<file path="src/rtl/icache_ctrl.sv">
// Direct-mapped instruction cache with a four-beat line-fill controller.
// Optional hit/miss statistics counters are enabled with ICACHE_STATS_EN.
module icache_ctrl #(
    parameter int LINES = 16
) (
    input  logic         clk,
    input  logic         reset,
    input  logic [31:0]  Pc_in,
    input  logic         Rd_en,
    input  logic         Jmp_branch_valid,
    output logic [127:0] Dout,
    output logic         Dout_valid,
    output logic         Mem_req,
    output logic [31:0]  Mem_addr,
    input  logic         Mem_ack,
    input  logic [31:0]  Mem_data,
    input  logic         Mem_data_valid
`ifdef ICACHE_STATS_EN
    ,
    output logic [15:0]  Hit_count,
    output logic [15:0]  Miss_count
`endif
);
    localparam int IDX = $clog2(LINES);
    localparam int TW  = 30 - IDX;

    typedef enum logic [1:0] {IDLE, REQ, FILL, INSTALL} state_t;

    state_t            state;
    logic [LINES-1:0]  valid;
    logic [TW-1:0]     tag_mem  [LINES];
    logic [127:0]      data_mem [LINES];
    logic [3:0][31:0]  fill_buf;
    logic [TW-1:0]     miss_tag;
    logic [IDX-1:0]    miss_idx;
    logic [1:0]        beat;

    logic [IDX-1:0]    idx;
    logic [TW-1:0]     tag;
    logic              present;
    logic              hit;
    logic              miss;
    logic              unused_ok;

    assign idx       = Pc_in[IDX+1:2];
    assign tag       = Pc_in[31:IDX+2];
    assign unused_ok = ^Pc_in[1:0];

    // Lookups are only honoured in IDLE; a redirect masks both hit and miss.
    assign present    = valid[idx] && (tag_mem[idx] == tag);
    assign hit        = (state == IDLE) && Rd_en && present && !Jmp_branch_valid;
    assign miss       = (state == IDLE) && Rd_en && !present && !Jmp_branch_valid;
    assign Dout_valid = hit;
    assign Dout       = hit ? data_mem[idx] : '0;
    assign Mem_addr   = {miss_tag, miss_idx, 2'b00};

    always_ff @(posedge clk) begin
        if (!reset) begin
            state    <= IDLE;
            valid    <= '0;
            miss_tag <= '0;
            miss_idx <= '0;
            beat     <= '0;
            Mem_req  <= 1'b0;
        end else begin
            case (state)
                IDLE: if (miss) begin
                    miss_tag <= tag;
                    miss_idx <= idx;
                    Mem_req  <= 1'b1;
                    state    <= REQ;
                end
                REQ: if (Mem_ack) begin
                    Mem_req <= 1'b0;
                    beat    <= '0;
                    state   <= FILL;
                end
                FILL: if (Mem_data_valid) begin
                    beat <= beat + 2'd1;
                    if (beat == 2'd3)
                        state <= INSTALL;
                end
                INSTALL: begin
                    valid[miss_idx] <= 1'b1;
                    state           <= IDLE;
                end
                default: state <= IDLE;
            endcase
        end
    end

    // Storage arrays carry no reset; the valid bits alone gate their use.
    always_ff @(posedge clk) begin
        if (state == FILL && Mem_data_valid)
            fill_buf[beat] <= Mem_data;
        if (state == INSTALL) begin
            data_mem[miss_idx] <= fill_buf;
            tag_mem[miss_idx]  <= miss_tag;
        end
    end

`ifdef ICACHE_STATS_EN
    always_ff @(posedge clk) begin
        if (!reset) begin
            Hit_count  <= '0;
            Miss_count <= '0;
        end else begin
            if (hit && Hit_count != 16'hFFFF)
                Hit_count <= Hit_count + 16'd1;
            if (miss && Miss_count != 16'hFFFF)
                Miss_count <= Miss_count + 16'd1;
        end
    end
`endif

endmodule

</file>
<file path="config.mk">
export PLATFORM = sky130hd
export DESIGN_NAME = icache_ctrl
export DESIGN_NICKNAME = d
export VERILOG_FILES = /design/src/rtl/icache_ctrl.sv
export SDC_FILE = /design/constraint.sdc
export NUM_CORES = 2
export LEC_CHECK = 0
export CAP_MARGIN = 20
export CORE_MARGIN = 5
export CORE_UTILIZATION = 55
export CTS_BUF_LIST = sky130_fd_sc_hd__clkbuf_8 sky130_fd_sc_hd__clkbuf_16
export DETAILED_ROUTE_END_ITERATION = 8
export PLACE_DENSITY = 0.73
export RECOVER_POWER = 25
export SLEW_MARGIN = 20
export SYNTH_ARGS = -nofsm -noshare
export SYNTH_HDL_FRONTEND = slang
export SYNTH_SLANG_ARGS = --single-unit
</file>
<file path="constraint.sdc">
create_clock -name clk -period 14.06 [get_ports clk]
set_input_delay 2.812 -clock clk [delete_from_list [all_inputs] [get_ports clk]]
set_output_delay 2.812 -clock clk [all_outputs]
set_load 0.03 [all_outputs]
</file>
==> Implementation_results.wiki <==
{| class="wikitable"
! Metric !! Value
|-
| Dominant cell type by area after synthesis || sky130_fd_sc_hd__edfxtp_1
|-
| Half-perimeter wire length after placement || 114000 um
|-
| Total of cells resized after clock tree synthesis || 0
|-
| Instance area after placement || 0.105 mm^2
|-
| Remaining design rule violation count || 0
|-
| Largest fanout of any net on the critical path || 71
|-
| Initial antenna violation count || 25
|-
| Ordered cell list for the critical path || buf_8 > buf_16 > buf_4 > mux4_2 > mux2i_1 > xnor2_1 > nor2_1 > o221ai_1 > a2111oi_2 > nand2_1 > or2_4 > buf_4 > a211oi_1 > clkdlybuf4s50_1
|-
| Number of vias per cell || 6.47
|-
| Number of global-route vias before repair || 46.5k
|-
| Setup slack after placement || 2.26 ns
|-
| Vias || 45.7k
|-
| Run status || finished, final reports clean
|-
| Post-CTS Setup Bufs || 0
|-
| Layout overhead on the synthesized area || 13.3%
|-
| Flop and latch count out of synthesis || 2643
|-
| Fraction of the yosys area taken by sequential cells || 0.788
|-
| Deepest clock path buffer count || 3
|-
| Leading cell types in the layout, fill and taps excluded || sky130_fd_sc_hd__edfxtp_1 (2592), sky130_fd_sc_hd__mux4_2 (711), sky130_fd_sc_hd__clkbuf_16 (243), sky130_fd_sc_hd__clkdlybuf4s50_1 (222), sky130_fd_sc_hd__nor2b_1 (164)
|-
| Post-layout worst setup margin || 2.36 ns
|-
| Number of standard-cell rows in the floorplan || 156
|-
| Met2 routed WL || 117000 um
|-
| Total number of cells along the worst setup path || 14
|-
| Core area || 0.181 mm^2
|-
| RR Endpoint || data_mem[4][108]
|-
| Final clock period utilization by the worst path || 0.832
|-
| Hold Violations, Final || 0
|-
| Maximum operating frequency || 85.5 MHz
|-
| Number of clock buffers inserted by TritonCTS || 240
|-
| Fin crit period || 11.70 ns
|-
| Dominant delay contributor by cell family on the critical path || buffers and inverters
|-
| Top-area cell type share of the netlist area || 0.778
|-
| Delay contributed by the slowest stage of the critical path || 1.00 ns
|-
| Cell depth of the worst flop-to-flop path || 6
|-
| Fraction of final layout cells sized beyond drive strength 1 || 0.261
|-
| Final cell area excluding filler cells || 0.113 mm^2
|-
| Worst Setup EP || Dout[2]
|-
| Die Width || 436 um
|-
| Total die area || 0.191 mm^2
|-
| Initial Util || 0.553
|-
| Routed length on met1 || 86600 um
|-
| Die height || 436 um
|-
| Worst Max-Slew Pin Slew || 1.16 ns
|-
| Worst min-delay path category || reg2reg
|-
| Unrepaired setup endpoints after global routing || false
|-
| Number of buffers inserted by port buffering || 227
|-
| Syn Std Cell Area || 0.100 mm^2
|-
| WP buf/inv || 5
|-
| Wire length of the first global-routing pass || 336000 um
|-
| Final WL || 234000 um
|-
| Final number of max-transition violations || 0
|-
| Total met3 wirelength after detailed routing || 23200 um
|-
| Cell count after synthesis || 4109
|-
| Critical path class || in2out
|-
| Commonest register cell after synthesis || sky130_fd_sc_hd__edfxtp_1
|-
| Largest net degree at the start of global routing || 154
|-
| Slew HR || 0.227
|-
| CTS tree || yes
|-
| Arrival time of data at the critical path endpoint || 8.88 ns
|-
| Sort of element at the start of the critical path || input pin
|-
| Max layer used || met5
|-
| Number of synthesized flops with an enable pin || 2592
|-
| Most area-consuming cells after synthesis || sky130_fd_sc_hd__edfxtp_1 (78%), sky130_fd_sc_hd__mux4_2 (16%), sky130_fd_sc_hd__mux2i_1 (1.2%), sky130_fd_sc_hd__nor2b_1 (1.0%), sky130_fd_sc_hd__dfxtp_1 (1.0%)
|-
| Kind of end point of the critical path || primary output
|-
| Cell area power density || 142 mW/mm^2
|-
| # setup viols final || 0
|-
| First drt pass iteration count || 5
|-
| GRT Residual Overflow || 0
|-
| I/O pin count || 232
|-
| Average routed wire per standard cell || 33.2 um
|-
| Setup TNS || 0 ns
|-
| Clock H-tree levels || 4
|-
| Peak VDD IR || 142 uV
|-
| Leading cell type in the layout, fill and taps excluded || sky130_fd_sc_hd__edfxtp_1
|-
| Root buffer selected by CTS || sky130_fd_sc_hd__clkbuf_16
|-
| Initial drt markers || 5678
|-
| Pleak || 35.3 nW
|-
| FF-to-FF setup slack || 9.82 ns
|-
| Skew-Pair Late Insertion Delay || 0.87 ns
|-
| Fin Clk Skew || 0.0406 ns
|-
| CP Data Required Time || 11.25 ns
|-
| Count of clock tree sinks || 2643
|-
| Final weighted congestion of routability-driven global placement || 0.730
|-
| Number of nets with antenna violations after detailed routing || 0
|-
| Global-route usage over all layers || 0.247
|-
| Number of hold-repair buffers added at the cts stage || 0
|-
| Setup crit start || Pc_in[3]
|-
| Number of maximum-capacitance violations || 0
|-
| Slowest stage cell on the critical path || sky130_fd_sc_hd__a2111oi_2
|-
| Final net count || 4532
|-
| Average footprint of a synthesized cell || 24.3 um^2
|-
| Start of the worst register-to-register path || state[0]
|-
| Number of synthesis warnings || 0
|-
| Cell repeated most along the worst path || sky130_fd_sc_hd__buf_4
|-
| Synth async-reset ratio || 0
|-
| Clock-pin slew reported for the worst setup and hold paths after clock tree synthesis || 0.06 ns
|-
| Count of cell types in the netlist || 53
|}
==> stage by stage <==
stage	hold WS [ns]	cells	power (mW)	util
after global placement	0.441	6581	9.61	0.581
final	0.473	7054	16.0	0.627
after CTS	0.472	7032	16.1	0.626
after detailed placement	0.459	6581	9.62	0.581
after floorplan	0.435	4110	9.36	-
after global routing	0.491	7038	16.5	0.626
==> cell families after synthesis <==
logic type	share of synthesized area
multiplexers	0.172
flip-flops	0.788
buffers and inverters	0.0103
AND/OR/NAND/NOR	0.0147
AO/OA/AOI/OAI	0.0102
other	0.0000375
XOR/XNOR	0.00333
adder cells (fa/ha/maj)	0.00100
==> area by class of cell <==
type / count / area [um^2]
Inverter: 8 / 30.0
Clock inverter: 203 / 1940
Tap cell: 2370 / 2970
Clock buffer: 248 / 6150
Multi-Input combinational cell: 1246 / 20300
Antenna cell: 21 / 52.6
Sequential cell: 2643 / 78900
Timing Repair Buffer: 315 / 3090
Fill cell: 11500 / 67600
==> power breakdown <==
group	switching, mW	leakage, nW	total (mW)	internal [mW]
clock	2.83	4.17	6.60	3.77
combinational	0.390	7.33	0.706	0.315
sequential	0.0805	23.8	8.74	8.66
==> registers in the layout (all words and copies together) (netlist names) <==
signal / count
miss_idx: 4
Mem_req: 1
data_mem: 2048
state: 2
fill_buf: 128
tag_mem: 416
valid: 16
beat: 2
miss_tag: 26
==> synthesized netlist by cell type (4+ instances only) <==
| cell type | count |
|---|---|
| sky130_fd_sc_hd__nand4_1 | 5 |
| sky130_fd_sc_hd__nor2b_1 | 164 |
| sky130_fd_sc_hd__edfxtp_1 | 2592 |
| sky130_fd_sc_hd__nand3_1 | 8 |
| sky130_fd_sc_hd__mux4_2 | 711 |
| sky130_fd_sc_hd__buf_2 | 81 |
| sky130_fd_sc_hd__a22oi_1 | 6 |
| sky130_fd_sc_hd__o21ai_0 | 5 |
| sky130_fd_sc_hd__buf_6 | 5 |
| sky130_fd_sc_hd__xor2_1 | 9 |
| sky130_fd_sc_hd__nor2_1 | 23 |
| sky130_fd_sc_hd__inv_1 | 7 |
| sky130_fd_sc_hd__o21a_1 | 17 |
| sky130_fd_sc_hd__buf_1 | 12 |
| sky130_fd_sc_hd__and3_1 | 4 |
| sky130_fd_sc_hd__ha_1 | 8 |
| sky130_fd_sc_hd__nor3_1 | 8 |
| sky130_fd_sc_hd__dfxtp_1 | 51 |
| sky130_fd_sc_hd__nand2b_1 | 7 |
| sky130_fd_sc_hd__nand3b_1 | 4 |
| sky130_fd_sc_hd__mux2i_1 | 121 |
| sky130_fd_sc_hd__clkbuf_1 | 99 |
| sky130_fd_sc_hd__a211oi_1 | 34 |
| sky130_fd_sc_hd__buf_4 | 16 |
| sky130_fd_sc_hd__xnor2_1 | 29 |
| sky130_fd_sc_hd__a21oi_1 | 5 |
| sky130_fd_sc_hd__nand2_1 | 17 |
| sky130_fd_sc_hd__a211oi_2 | 29 |
==> how the worst min path moves through the flow <==
stage,start,endpoint,slack [ns],depth (start not counted)
floorplan,valid[10],valid[10],0.44,1
global placement,valid[6],valid[6],0.44,1
detailed placement,valid[8],valid[8],0.46,1
CTS,valid[8],valid[8],0.47,1
global route,valid[10],valid[10],0.49,1
finish,valid[10],valid[10],0.47,1
==> metal layers <==
| layer | vias to the layer above | track usage |
|---|---|---|
| li1 | 18300 | - |
| met1 | 24400 | 0.343 |
| met2 | 2602 | 0.398 |
| met3 | 355 | 0.0537 |
| met4 | 6 | 0.0802 |
| met5 | - | 0 |
==> worst register-to-register path, delay by kind of cell (launching register included) <==
| kind | cells | cell delay, ns |
|---|---|---|
| adders and majority gates | 1 | 0.24 |
| buffers and inverters | 3 | 2.43 |
| DFF | 1 | 0.41 |
| and+or+nand+nor | 2 | 0.71 |
No activity file was read; power rests on OpenSTA's default activity.
